$ cat src/rtl/signed_stream_acc_pkg.sv
// Shared types and constants for the signed stream accumulator.
// Optional feature macro used by this slice: SATURATE_EN.
package signed_stream_acc_pkg;

    // state | meaning
    // ACC   | collecting operands, up side open
    // HOLD  | frame result presented, waiting for consumer
    typedef enum logic {
        ACC  = 1'b0,
        HOLD = 1'b1
    } acc_state_t;

    // Largest signed value representable in w bits.
    function automatic int sat_max(input int w);
        return (1 << (w - 1)) - 1;
    endfunction

    // Most negative signed value representable in w bits.
    function automatic int sat_min(input int w);
        return -(1 << (w - 1));
    endfunction

endpackage

$ cat src/rtl/signed_stream_accumulator_if.sv
// Operand (up) and result (down) valid/ready channels of the accumulator.
interface signed_stream_accumulator_if #(
    parameter int W = 4
);
    logic         up_valid;
    logic         up_ready;
    logic [W-1:0] up_data;
    logic         down_valid;
    logic         down_ready;
    logic [W-1:0] down_sum;
    logic         down_overflow;

    modport master (
        output up_valid, up_data, down_ready,
        input  up_ready, down_valid, down_sum, down_overflow
    );

    modport slave (
        input  up_valid, up_data, down_ready,
        output up_ready, down_valid, down_sum, down_overflow
    );
endinterface

$ cat src/rtl/signed_add_ovf_step.sv
// One W-bit two's-complement add step with signed overflow detection.
// With SATURATE_EN defined, also provides the clamped sum.
module signed_add_ovf_step
    import signed_stream_acc_pkg::*;
#(
    parameter int W = 4
) (
    input  logic [W-1:0] a,
    input  logic [W-1:0] b,
    output logic [W-1:0] sum,
    output logic         ovf
`ifdef SATURATE_EN
    ,
    output logic [W-1:0] sat_sum
`endif
);

    // Wrapped sum; overflow when both operands share a sign the result lacks.
    always_comb begin
        sum = a + b;
        ovf = (a[W-1] == b[W-1]) && (sum[W-1] != a[W-1]);
    end

`ifdef SATURATE_EN
    // Clamp toward the sign of the incoming operand on overflow.
    always_comb begin
        sat_sum = sum;
        if (ovf) begin
            sat_sum = b[W-1] ? W'(sat_min(W)) : W'(sat_max(W));
        end
    end
`endif

endmodule

$ cat src/rtl/signed_stream_accumulator.sv
// Folds each group of N_OPS signed operands into one frame sum with a sticky
// overflow flag. Define SATURATE_EN to clamp the running sum on overflow
// instead of wrapping.
//
// state | meaning
// ACC   | up_ready=1, accepting operands into acc
// HOLD  | down_valid=1, acc/ovf_sticky presented and frozen
module signed_stream_accumulator
    import signed_stream_acc_pkg::*;
#(
    parameter int W     = 4,
    parameter int N_OPS = 4
) (
    input  logic                        clk,
    input  logic                        rst,
    signed_stream_accumulator_if.slave  bus
);

    localparam int CNT_W = (N_OPS > 1) ? $clog2(N_OPS) : 1;
    localparam logic [CNT_W-1:0] CNT_LAST = CNT_W'(N_OPS - 1);

    acc_state_t       state, state_nxt;
    logic [W-1:0]     acc, acc_nxt;
    logic [CNT_W-1:0] cnt, cnt_nxt;
    logic             ovf_sticky, ovf_nxt;

    logic [W-1:0]     step_sum;
    logic             step_ovf;
    logic [W-1:0]     step_acc;

`ifdef SATURATE_EN
    logic [W-1:0]     step_sat;

    signed_add_ovf_step #(.W(W)) u_step (
        .a       (acc),
        .b       (bus.up_data),
        .sum     (step_sum),
        .ovf     (step_ovf),
        .sat_sum (step_sat)
    );

    assign step_acc = step_sat;
`else
    signed_add_ovf_step #(.W(W)) u_step (
        .a   (acc),
        .b   (bus.up_data),
        .sum (step_sum),
        .ovf (step_ovf)
    );

    assign step_acc = step_sum;
`endif

    // Outputs come straight from state decode and registers only.
    assign bus.up_ready      = (state == ACC);
    assign bus.down_valid    = (state == HOLD);
    assign bus.down_sum      = acc;
    assign bus.down_overflow = ovf_sticky;

    // Register update; reset wins over any handshake in the same cycle.
    always_ff @(posedge clk) begin
        if (rst) begin
            state      <= ACC;
            acc        <= '0;
            cnt        <= '0;
            ovf_sticky <= 1'b0;
        end else begin
            state      <= state_nxt;
            acc        <= acc_nxt;
            cnt        <= cnt_nxt;
            ovf_sticky <= ovf_nxt;
        end
    end

    // Next-state: accumulate on up handshakes, release frame on down handshake.
    always_comb begin
        state_nxt = state;
        acc_nxt   = acc;
        cnt_nxt   = cnt;
        ovf_nxt   = ovf_sticky;
        case (state)
            ACC: begin
                if (bus.up_valid) begin
                    acc_nxt = step_acc;
                    ovf_nxt = ovf_sticky | step_ovf;
                    if (cnt == CNT_LAST) begin
                        cnt_nxt   = '0;
                        state_nxt = HOLD;
                    end else begin
                        cnt_nxt = cnt + CNT_W'(1);
                    end
                end
            end
            HOLD: begin
                if (bus.down_ready) begin
                    state_nxt = ACC;
                    acc_nxt   = '0;
                    ovf_nxt   = 1'b0;
                end
            end
            default: state_nxt = ACC;
        endcase
    end

endmodule

$ cat src/flat_wrapper.sv
// flat-port wrapper written by rule: the top's interface ports become plain ports
module signed_stream_accumulator_flat import signed_stream_acc_pkg::*;
#(
    parameter int W     = 4,
    parameter int N_OPS = 4
)
  (clk, rst, bus_up_valid, bus_up_data, bus_down_ready, bus_up_ready, bus_down_valid, bus_down_sum, bus_down_overflow);
  signed_stream_accumulator_if #(.W(W)) bus_i ();
  input  logic clk;
  input  logic rst;
  input wire logic [$bits(bus_i.up_valid)-1:0] bus_up_valid;
  input wire logic [$bits(bus_i.up_data)-1:0] bus_up_data;
  input wire logic [$bits(bus_i.down_ready)-1:0] bus_down_ready;
  output wire logic [$bits(bus_i.up_ready)-1:0] bus_up_ready;
  output wire logic [$bits(bus_i.down_valid)-1:0] bus_down_valid;
  output wire logic [$bits(bus_i.down_sum)-1:0] bus_down_sum;
  output wire logic [$bits(bus_i.down_overflow)-1:0] bus_down_overflow;
  assign bus_i.up_valid = bus_up_valid;
  assign bus_i.up_data = bus_up_data;
  assign bus_i.down_ready = bus_down_ready;
  assign bus_up_ready = bus_i.up_ready;
  assign bus_down_valid = bus_i.down_valid;
  assign bus_down_sum = bus_i.down_sum;
  assign bus_down_overflow = bus_i.down_overflow;
  signed_stream_accumulator #(.W(W), .N_OPS(N_OPS)) u_core (.clk(clk), .rst(rst), .bus(bus_i));
endmodule
$ cat config.mk
export PLATFORM = sky130hd
export DESIGN_NAME = signed_stream_accumulator_flat
export DESIGN_NICKNAME = d
export VERILOG_FILES = /design/src/rtl/signed_stream_acc_pkg.sv /design/src/rtl/signed_stream_accumulator_if.sv /design/src/rtl/signed_add_ovf_step.sv /design/src/rtl/signed_stream_accumulator.sv /design/src/flat_wrapper.sv
export SDC_FILE = /design/constraint.sdc
export NUM_CORES = 1
export LEC_CHECK = 0
export BUFFER_PORTS_ARGS = -buffer_cell sky130_fd_sc_hd__buf_4
export CORE_AREA = 4 4 41 43
export DETAILED_ROUTE_END_ITERATION = 8
export DIE_AREA = 0 0 45 47
export MAX_ROUTING_LAYER = met4
export PLACE_DENSITY = 0.65
export SETUP_SLACK_MARGIN = 0.02
export SYNTH_ARGS = -nofsm -noshare
export SYNTH_HDL_FRONTEND = slang
export SYNTH_SLANG_ARGS = --single-unit
$ cat constraint.sdc
create_clock -name clk -period 1.9 [get_ports clk]
set_input_delay 0.19 -clock clk [delete_from_list [all_inputs] [get_ports clk]]
set_output_delay 0.19 -clock clk [all_outputs]
set_load 0.03 [all_outputs]
==> results.json, run 1 <==
{
  "tritoncts": "yes",
  "pwr-share-comb": 0.260,
  "rows": 13,
  "crit_arrival_ns": 1.69,
  "fmax_mhz": 652,
  "synth.distinct_cells": 23,
  "viasPerCell": 5.61,
  "diodes": 0,
  "end_kind": "flop",
  "holdCritStartpoint": "rst",
  "status": "completed",
  "coreArea_sq_mm": 0.00130,
  "die_h_microns": 47,
  "cp_max_fo": 5,
  "grt_overflow": 0,
  "crit_type": "reg2reg",
  "htreeDepth": 1,
  "pwr-share-clk": 0.300,
  "ys_seq_elements": 8,
  "hold_violations": 0,
  "powerDensity_mw_per_mm2": 729,
  "gp_congestion": 0.720,
  "synth_area_sq_um": 483,
  "worst_hold_path_type": "in2reg",
  "cp.required_ns": 2.05,
  "clock_path_buffers": 2,
  "netSwitchingPower_uw": 139,
  "mostFrequentLayoutCell": "buf_4",
  "grt_first_pass_wirelength_microns": 1770,
  "yosys_warnings": 0,
  "fill_cells": 137,
  "critPathMaxStageDelay_ns": 0.34,
  "syn_inst": 49,
  "antenna_left": 0,
  "post-cts-setup-buffers": 0,
  "syn_to_final_growth_pct": 28.0,
  "cts_hold_buffers": 0,
  "port_buffers": 14,
  "cpMaxStageDelayCell": "ha_1",
  "setup_violations": 0,
  "track_usage": 0.124,
  "die_width_microns": 45,
  "cts_buffers": 3,
  "synth_top_area_frac": 0.332,
  "dieArea_sq_mm": 0.00212,
  "totalWireLength_microns": 996,
  "skew_ns": 0.00556,
  "fin_crit_sh": 0.807,
  "synth_top_cell_by_area": "dfxtp_1",
  "timing.final.ws_setup_ns": 0.367,
  "clock_sinks": 8,
  "grt_pass1_vias": 415,
  "cp_cell_sequence": "ha_1, a21oi_1, a2111oi_0, o31a_1",
  "startpoint_type": "flop",
  "startpoint": "u_core.bus.down_sum[2]$_SDFFE_PP0P_",
  "drc": 0,
  "synth.avg_cell_area_sq_um": 9.86,
  "antenna_found_initial": 0,
  "max_slew_margin": 0.694,
  "drive_gt1_frac": 0.297,
  "worst_pin_slew_ns": 0.458,
  "drt_iter0_drc": 9,
  "rsz0062_at_grt": "false",
  "ys_seq_area_frac": 0.332,
  "synth_fp_nets": 62,
  "intPower_uw": 311,
  "final_cell_mix": "15 x buf_4, 8 x dfxtp_1, 6 x nor2_1",
  "start_util": 0.371,
  "nNetsFinal": 79,
  "wl_per_cell_microns": 12.6,
  "hpwlAfterDp_microns": 746,
  "ys_top_cells_by_area": "dfxtp_1 33%, ha_1 10%, mux2i_1 6.2%",
  "clock_latency_ns": 0.26,
  "io-pin-count": 15,
  "cts_resized": 0,
  "vdd_ir_drop_max_v": 0.000339,
  "regToRegStartpoint": "u_core.bus.down_sum[2]$_SDFFE_PP0P_",
  "clkTransAtPathRegs_ns": 0.06,
  "drv_slew": 0,
  "cap_violations": 0,
  "switching_share": 0.309,
  "setup_tns_ns": 0,
  "ctsRootBufferMaster": "clkbuf_4",
  "min_period_ns": 1.53,
  "grt_max_degree": 11,
  "place_ws_ns": 0.374,
  "p_leak_uw": 0.000271,
  "drtPass1Iterations": 4,
  "vias": 443,
  "power.share.sequential": 0.440
}
-- per-layer routing --
metal | GRT usage | up-vias | routed length (microns)
met5 | - | - | 0
met4 | 0.0877 | 0 | 30
li1 | - | 215 | -
met2 | 0.186 | 14 | 417
met1 | 0.138 | 209 | 470
met3 | 0.0421 | 5 | 78
-- path summary, 6_finish.rpt --
check	to	slack, ns	depth (start not counted)
worst max-delay path	u_core.bus.down_overflow$_SDFFE_PP0P_	0.37	4
worst min-delay path	u_core.bus.down_sum[2]$_SDFFE_PP0P_	0.17	2
worst max register to register	u_core.bus.down_overflow$_SDFFE_PP0P_	0.37	4
worst min register to register	u_core.bus.down_overflow$_SDFFE_PP0P_	0.49	1
-- cells by family (layout without fill, tap and decap cells) --
family | Yosys count | after routing | synth area share
fa+ha+maj | 5 | 5 | 0.145
buf+inv | 4 | 19 | 0.0466
xor+xnor | 1 | 1 | 0.0181
simple gates | 19 | 19 | 0.262
compound gates | 9 | 9 | 0.135
flops | 8 | 8 | 0.332
mux | 3 | 3 | 0.0622
-- power by group through the flow --
| stage | Combinational, uW | Sequential, uW | Clock, uW |
|---|---|---|---|
| floorplan | 57.5 | 219 | 0 |
| global placement | 118 | 201 | 0 |
| detailed placement | 118 | 202 | 0 |
| CTS | 118 | 198 | 141 |
| global route | 130 | 201 | 152 |
| finish | 117 | 198 | 135 |
-- metrics by stage --
step           cells  total power, uW  instance area [sq um]  hold slack, ns   util
2_1_floorplan     49              276                    483           0.353      -
3_3_place_gp      76              319                    596           0.438  0.458
3_5_place_dp      76              320                    596           0.440  0.458
4_1_cts           79              458                    618           0.162  0.475
5_1_grt           79              483                    618           0.175  0.475
6_report          79              451                    618           0.168  0.475
-- Yosys cell counts, drive strengths merged --
| library cell | n |
|---|---|
| xor2 | 1 |
| or4b | 1 |
| nor4bb | 2 |
| nand2 | 1 |
| dfxtp | 8 |
| fa | 1 |
| and4bb | 1 |
| clkbuf | 2 |
| ha | 4 |
| nor2b | 2 |
| nand4b | 3 |
| a22oi | 3 |
| buf | 1 |
| a21oi | 3 |
| a221o | 1 |
| nand3 | 1 |
| nor2 | 6 |
| a2111oi | 1 |
| nand3b | 1 |
| nand4 | 1 |
| o31a | 1 |
| inv | 1 |
| mux2i | 3 |
-- cell type report --
cell class | count | area [sq um] | area share
flip-flops and latches | 8 | 160 | 0.259
repair buffers | 15 | 113 | 0.182
clock buffers | 3 | 22.5 | 0.0364
multi-input cells | 37 | 300 | 0.486
well taps | 15 | 18.8 | 0.0304
inverters | 1 | 3.75 | 0.00607
-- registers in the layout (all words and copies together) (netlist names) --
signal / cells
u_core.bus.down_sum: 4
u_core.cnt: 2
u_core.bus.down_overflow: 1
u_core.bus.down_valid: 1
-- worst max-delay path, delay by kind of cell (launching register included) --
family / cells / cell delay [ns]
compound gates: 3 / 0.77
fa+ha+maj: 1 / 0.34
flops: 1 / 0.33
Note: power is estimated with default switching activity, not from simulation.
==> run 2: changes to the inputs <==
ABC_AREA = 1   (was not set)
PLACE_DENSITY = 0.66   (was 0.65)
clock period = 1.3 ns   (was 1.9 ns; I/O delays follow)
==> run 2 against run 1 <==
Net effect: clock-buffer cell count increased by 1; synthesized area decreased by 3.4%; global-route usage decreased by 0.31 points; critical path type unchanged; largest power group unchanged; highest routed layer unchanged.
==> results.json, run 2 <==
{
  "status": "completed",
  "antenna_found_initial": 0,
  "synth_fp_nets": 74,
  "viasPerCell": 4.73,
  "htreeDepth": 1,
  "grt_first_pass_wirelength_microns": 1700,
  "diodes": 0,
  "worst_hold_path_type": "in2reg",
  "synth.distinct_cells": 18,
  "cts_buffers": 3,
  "hpwlAfterDp_microns": 743,
  "grt_max_degree": 9,
  "fin_cells": 95,
  "cpMaxStageDelayCell": "fa_2",
  "ctsRootBufferMaster": "clkbuf_4",
  "crit_cells": 4,
  "start_util": 0.359,
  "crit_arrival_ns": 1.42,
  "max_slew_margin": 0.862,
  "drive_gt1_frac": 0.463,
  "synth_common_cells": "16 x nand2_1, 9 x a21oi_1, 8 x dfxtp_1",
  "drc": 0,
  "whs_ns": 0.0922,
  "min_period_ns": 1.23,
  "io-pin-count": 15,
  "rsz0062_at_grt": "true",
  "cp_max_fo": 2,
  "nNetsFinal": 94,
  "antenna_left": 0,
  "synth_top_area_frac": 0.343,
  "track_usage": 0.121,
  "skew_ns": 0.00610,
  "powerDensity_mw_per_mm2": 1010,
  "critPathMaxStageDelay_ns": 0.51,
  "synth-main-ff-cell": "dfxtp_1",
  "die_width_microns": 45,
  "worst_pin_slew_ns": 0.205,
  "clkTransAtPathRegs_ns": 0.06,
  "clock_path_buffers": 2,
  "fmax_mhz": 814,
  "ys_seq_elements": 8,
  "cp_cell_sequence": "ha_4, fa_2, nand2_1, a21oi_1",
  "synth.avg_cell_area_sq_um": 7.65,
  "syn_inst": 61,
  "largest_register_ff_count": 4,
  "hold_path_depth": 2,
  "cap_violations": 0,
  "syn_to_final_growth_pct": 45.8,
  "clock_latency_ns": 0.26,
  "totalWireLength_microns": 1010,
  "crit_family": "adder cells",
  "clock_sinks": 8,
  "gp_congestion": 0.712,
  "grt_pass1_vias": 415,
  "port_buffers": 14,
  "die_h_microns": 47,
  "synth_edf_count": 0,
  "yosys_warnings": 0,
  "crit_type": "reg2reg",
  "final_cell_mix": "16 x nand2_1, 16 x buf_4, 7 x a21oi_1",
  "critPathBufInv": 0,
  "hold_violations": 0,
  "synth_top_cell_by_area": "dfxtp_1",
  "synth.most_common_cell": "nand2_1",
  "tritoncts": "yes",
  "grt_overflow": 0,
  "drv_slew": 0,
  "async_reset_ff_frac": 0,
  "setup_violations": 0,
  "drtPass1Iterations": 1,
  "ys_top_cells_by_area": "dfxtp_1 34%, nand2_1 13%, ha_1 11%",
  "r2r_cells": 4,
  "wl_per_cell_microns": 10.7,
  "dieArea_sq_mm": 0.00212,
  "ys_seq_area_frac": 0.343,
  "drt_iter0_drc": 0,
  "p_leak_uw": 0.000308,
  "synth_area_sq_um": 467,
  "cts_hold_buffers": 0,
  "end_kind": "flop",
  "cp.required_ns": 1.49,
  "dp_cells": 89,
  "p_total_uw": 689,
  "fin_crit_sh": 0.945,
  "vias": 449,
  "vdd_ir_drop_max_v": 0.000590,
  "coreArea_sq_mm": 0.00130,
  "startpoint_type": "flop",
  "rows": 13
}
run 2: timing repair:
action | CTS | global route
endpoints found under the setup margin | 1 | 4
pin swaps | 1 | 3
resized for setup | 1 | 6
buffers inserted | 0 | 2
run 2: kinds of logic (layout without fill, tap and decap cells):
group	count (synthesis)	count (layout)	synth area share
simple gates	26	26	0.252
compound gates	13	13	0.155
flops	8	8	0.343
buf+inv	7	26	0.0616
fa+ha+maj	5	5	0.150
xor+xnor	2	2	0.0375
run 2: per-layer routing:
| metal | routed length, microns | up-vias | global-route usage |
|---|---|---|---|
| li1 | - | 240 | - |
| met1 | 444 | 194 | 0.145 |
| met2 | 472 | 11 | 0.172 |
| met3 | 66 | 4 | 0.0230 |
| met4 | 29 | 0 | 0.105 |
| met5 | 0 | - | - |
run 2: where the power goes:
| part | total, uW | leakage [uW] | switching [uW] | internal (uW) |
|---|---|---|---|---|
| Sequential | 286 | 0.0000676 | 20.7 | 266 |
| Clock | 206 | 0.0000150 | 88.7 | 118 |
| Combinational | 197 | 0.000226 | 106 | 90.9 |
run 2: worst paths after layout:
check / end / slack, ns / from
worst max register to register: u_core.bus.down_sum[1]$_SDFFE_PP0P_ / 0.07 / u_core.bus.down_sum[0]$_SDFFE_PP0P_
worst min register to register: u_core.cnt[1]$_SDFFE_PP0P_ / 0.47 / u_core.cnt[1]$_SDFFE_PP0P_
worst min-delay path: u_core.bus.down_sum[1]$_SDFFE_PP0P_ / 0.09 / rst
worst max-delay path: u_core.bus.down_sum[1]$_SDFFE_PP0P_ / 0.07 / u_core.bus.down_sum[0]$_SDFFE_PP0P_
run 2: cell type report:
cell class,count,area (sq um)
fillers,142,621
well taps,15,18.8
inverters,6,25.0
flip-flops and latches,8,168
multi-input cells,46,323
repair buffers,16,120
clock buffers,4,26.3
run 2: stage by stage:
stage | TNS, ns | setup WS [ns] | utilization | instance area, sq um
5_1_grt | -0.0712 | -0.0698 | 0.523 | 681
3_3_place_gp | 0 | 0.0222 | 0.466 | 607
4_1_cts | 0 | 0.0327 | 0.488 | 636
6_report | 0 | 0.0713 | 0.523 | 681
3_5_place_dp | -0.00454 | -0.00454 | 0.466 | 607
2_1_floorplan | -0.00176 | -0.00176 | - | 487
run 2: worst reg2reg max path, cell delays in order (launching register included):
cell,delay [ns]
dfxtp_4,0.35
ha_4,0.16
fa_2,0.51
nand2_1,0.05
a21oi_1,0.10
==> run 3: changes to the inputs <==
CORE_AREA = not set   (was 4 4 41 43)
CORE_MARGIN = 4   (was not set)
CORE_UTILIZATION = 29   (was not set)
DIE_AREA = not set   (was 0 0 45 47)
PLACE_DENSITY = 0.57   (was 0.66)
==> run 3 against run 2 <==
Net effect: die area grew 9.5%; global-route usage shrank 1.7 points; critical path depth is the same; fmax shrank 2.8%; non-clock buffer count shrank 1; first-iteration DRC count grew 5; utilization shrank 8.1 points; power shrank 1.7%; combinational power shrank 5%; sequential share of layout area grew 0.56 points; critical path type unchanged; critical endpoint unchanged; highest routed layer is now met3.
==> results.json, run 3 (synthesis gave the netlist of run 2 again) <==
{
  "place_area_sq_um": 608,
  "port_buffers": 14,
  "grt_first_pass_wirelength_microns": 1590,
  "wl_per_cell_microns": 10.4,
  "multiInputGateArea_sq_um": 314,
  "status": "completed",
  "vdd_ir_drop_max_v": 0.000434,
  "fill_cells": 163,
  "io-pin-count": 15,
  "clock_path_buffers": 2,
  "worst_pin_slew_ns": 0.199,
  "dieArea_sq_mm": 0.00232,
  "hold_path_depth": 2,
  "netSwitchingPower_uw": 208,
  "fin_crit_sh": 0.972,
  "diodes": 0,
  "pwr-share-comb": 0.278,
  "hpwlAfterDp_microns": 768,
  "die_width_microns": 48.1,
  "switching_share": 0.307,
  "mostFrequentLayoutCell": "nand2_1",
  "rows": 14,
  "vias": 447,
  "cp_max_fo": 3,
  "register_area_sq_um": 168,
  "clock_sinks": 8,
  "drv_slew": 0,
  "crit_type": "reg2reg",
  "track_usage": 0.104,
  "htreeDepth": 1,
  "r2r_cells": 4,
  "power.share.sequential": 0.423,
  "antenna_left": 0,
  "skew_ns": 0.00943,
  "min_period_ns": 1.26,
  "gp_congestion": 0.716,
  "cts_buffers": 3,
  "critPathBufInv": 0,
  "crit_arrival_ns": 1.45,
  "end_kind": "flop",
  "start_util": 0.310,
  "clkTransAtPathRegs_ns": 0.06,
  "whs_ns": 0.102,
  "powerDensity_mw_per_mm2": 1020,
  "largest_register_ff_count": 4,
  "intPower_uw": 470,
  "drive_gt1_frac": 0.430,
  "rsz0062_at_grt": "true",
  "max_slew_margin": 0.867,
  "cpMaxStageDelayCell": "fa_2",
  "crit_family": "adder cells",
  "grt_max_degree": 9,
  "fin_area_sq_um": 666,
  "critPathMaxStageDelay_ns": 0.52,
  "startpoint_type": "flop",
  "coreArea_sq_mm": 0.00151,
  "p_leak_uw": 0.000297,
  "drt_iter0_drc": 5,
  "setup_violations": 0,
  "hold_violations": 0,
  "syn_to_final_growth_pct": 42.6,
  "grt_overflow": 0,
  "cp_cell_sequence": "ha_4, fa_2, nand2_1, a21oi_1",
  "worst_hold_path_type": "in2reg",
  "crit_cells": 4,
  "ctsRootBufferMaster": "clkbuf_4",
  "tritoncts": "yes",
  "totalWireLength_microns": 986,
  "antenna_found_initial": 0,
  "drc": 0,
  "viasPerCell": 4.71,
  "clock_latency_ns": 0.25,
  "final_cell_mix": "16 x nand2_1, 15 x buf_4, 8 x a21oi_1",
  "drtPass1Iterations": 4,
  "cp.required_ns": 1.48,
  "fmax_mhz": 791,
  "die_h_microns": 48.1,
  "nNetsFinal": 93,
  "grt_pass1_vias": 395,
  "cap_violations": 0,
  "pwr-share-clk": 0.299
}
-- run 3: worst paths after layout --
| check | slack, ns | from | end |
|---|---|---|---|
| min | 0.10 | rst | u_core.bus.down_sum[0]$_SDFFE_PP0P_ |
| min reg2reg | 0.47 | u_core.bus.down_overflow$_SDFFE_PP0P_ | u_core.bus.down_overflow$_SDFFE_PP0P_ |
| max | 0.04 | u_core.bus.down_sum[0]$_SDFFE_PP0P_ | u_core.bus.down_sum[1]$_SDFFE_PP0P_ |
| max reg2reg | 0.04 | u_core.bus.down_sum[0]$_SDFFE_PP0P_ | u_core.bus.down_sum[1]$_SDFFE_PP0P_ |
-- run 3: power by group through the flow --
stage	Sequential (uW)	Combinational [uW]	Clock, uW
finish	287	188	203
detailed placement	291	175	0
global route	290	212	225
global placement	290	173	0
CTS	286	178	214
floorplan	316	86.0	0
-- run 3: final cells by class --
class	count	share of cell area
inverter	6	0.0376
sequential	8	0.252
multi-input combinational	46	0.472
clock buffer	4	0.0395
timing repair buffer	15	0.169
tap	16	0.0301
-- run 3: per-stage QoR --
stage | utilization | setup TNS (ns) | setup slack [ns] | total power (uW) | std cells
2_1_floorplan | - | -0.00176 | -0.00176 | 402 | 61
3_3_place_gp | 0.404 | 0 | 0.0214 | 463 | 90
3_5_place_dp | 0.404 | -0.000677 | -0.000677 | 466 | 90
4_1_cts | 0.423 | 0 | 0.0183 | 677 | 94
5_1_grt | 0.442 | 0 | 0.00724 | 727 | 95
6_report | 0.442 | 0 | 0.0362 | 678 | 95
-- run 3: layer usage --
metal  share of wire  routed length, microns  vias up  global-route usage
met2            0.45                     443       11               0.148
met4               0                       0        0              0.0645
met3           0.072                      71        0              0.0221
met1            0.48                     470      199               0.133
li1                -                       -      237                   -
met5               0                       0        -                   -
-- run 3: repair_timing --
action,in CTS,in global routing
buffers inserted,0,1
resized for setup,2,3
hold buffers,0,0
endpoints found under the setup margin,1,4
pin swaps,1,5
-- run 3: worst register-to-register path, cell delays in order, from the launching register on --
cell and delay [ns]:
dfxtp_4 0.35, ha_4 0.16, fa_2 0.53, nand2_1 0.05, a21oi_1 0.11
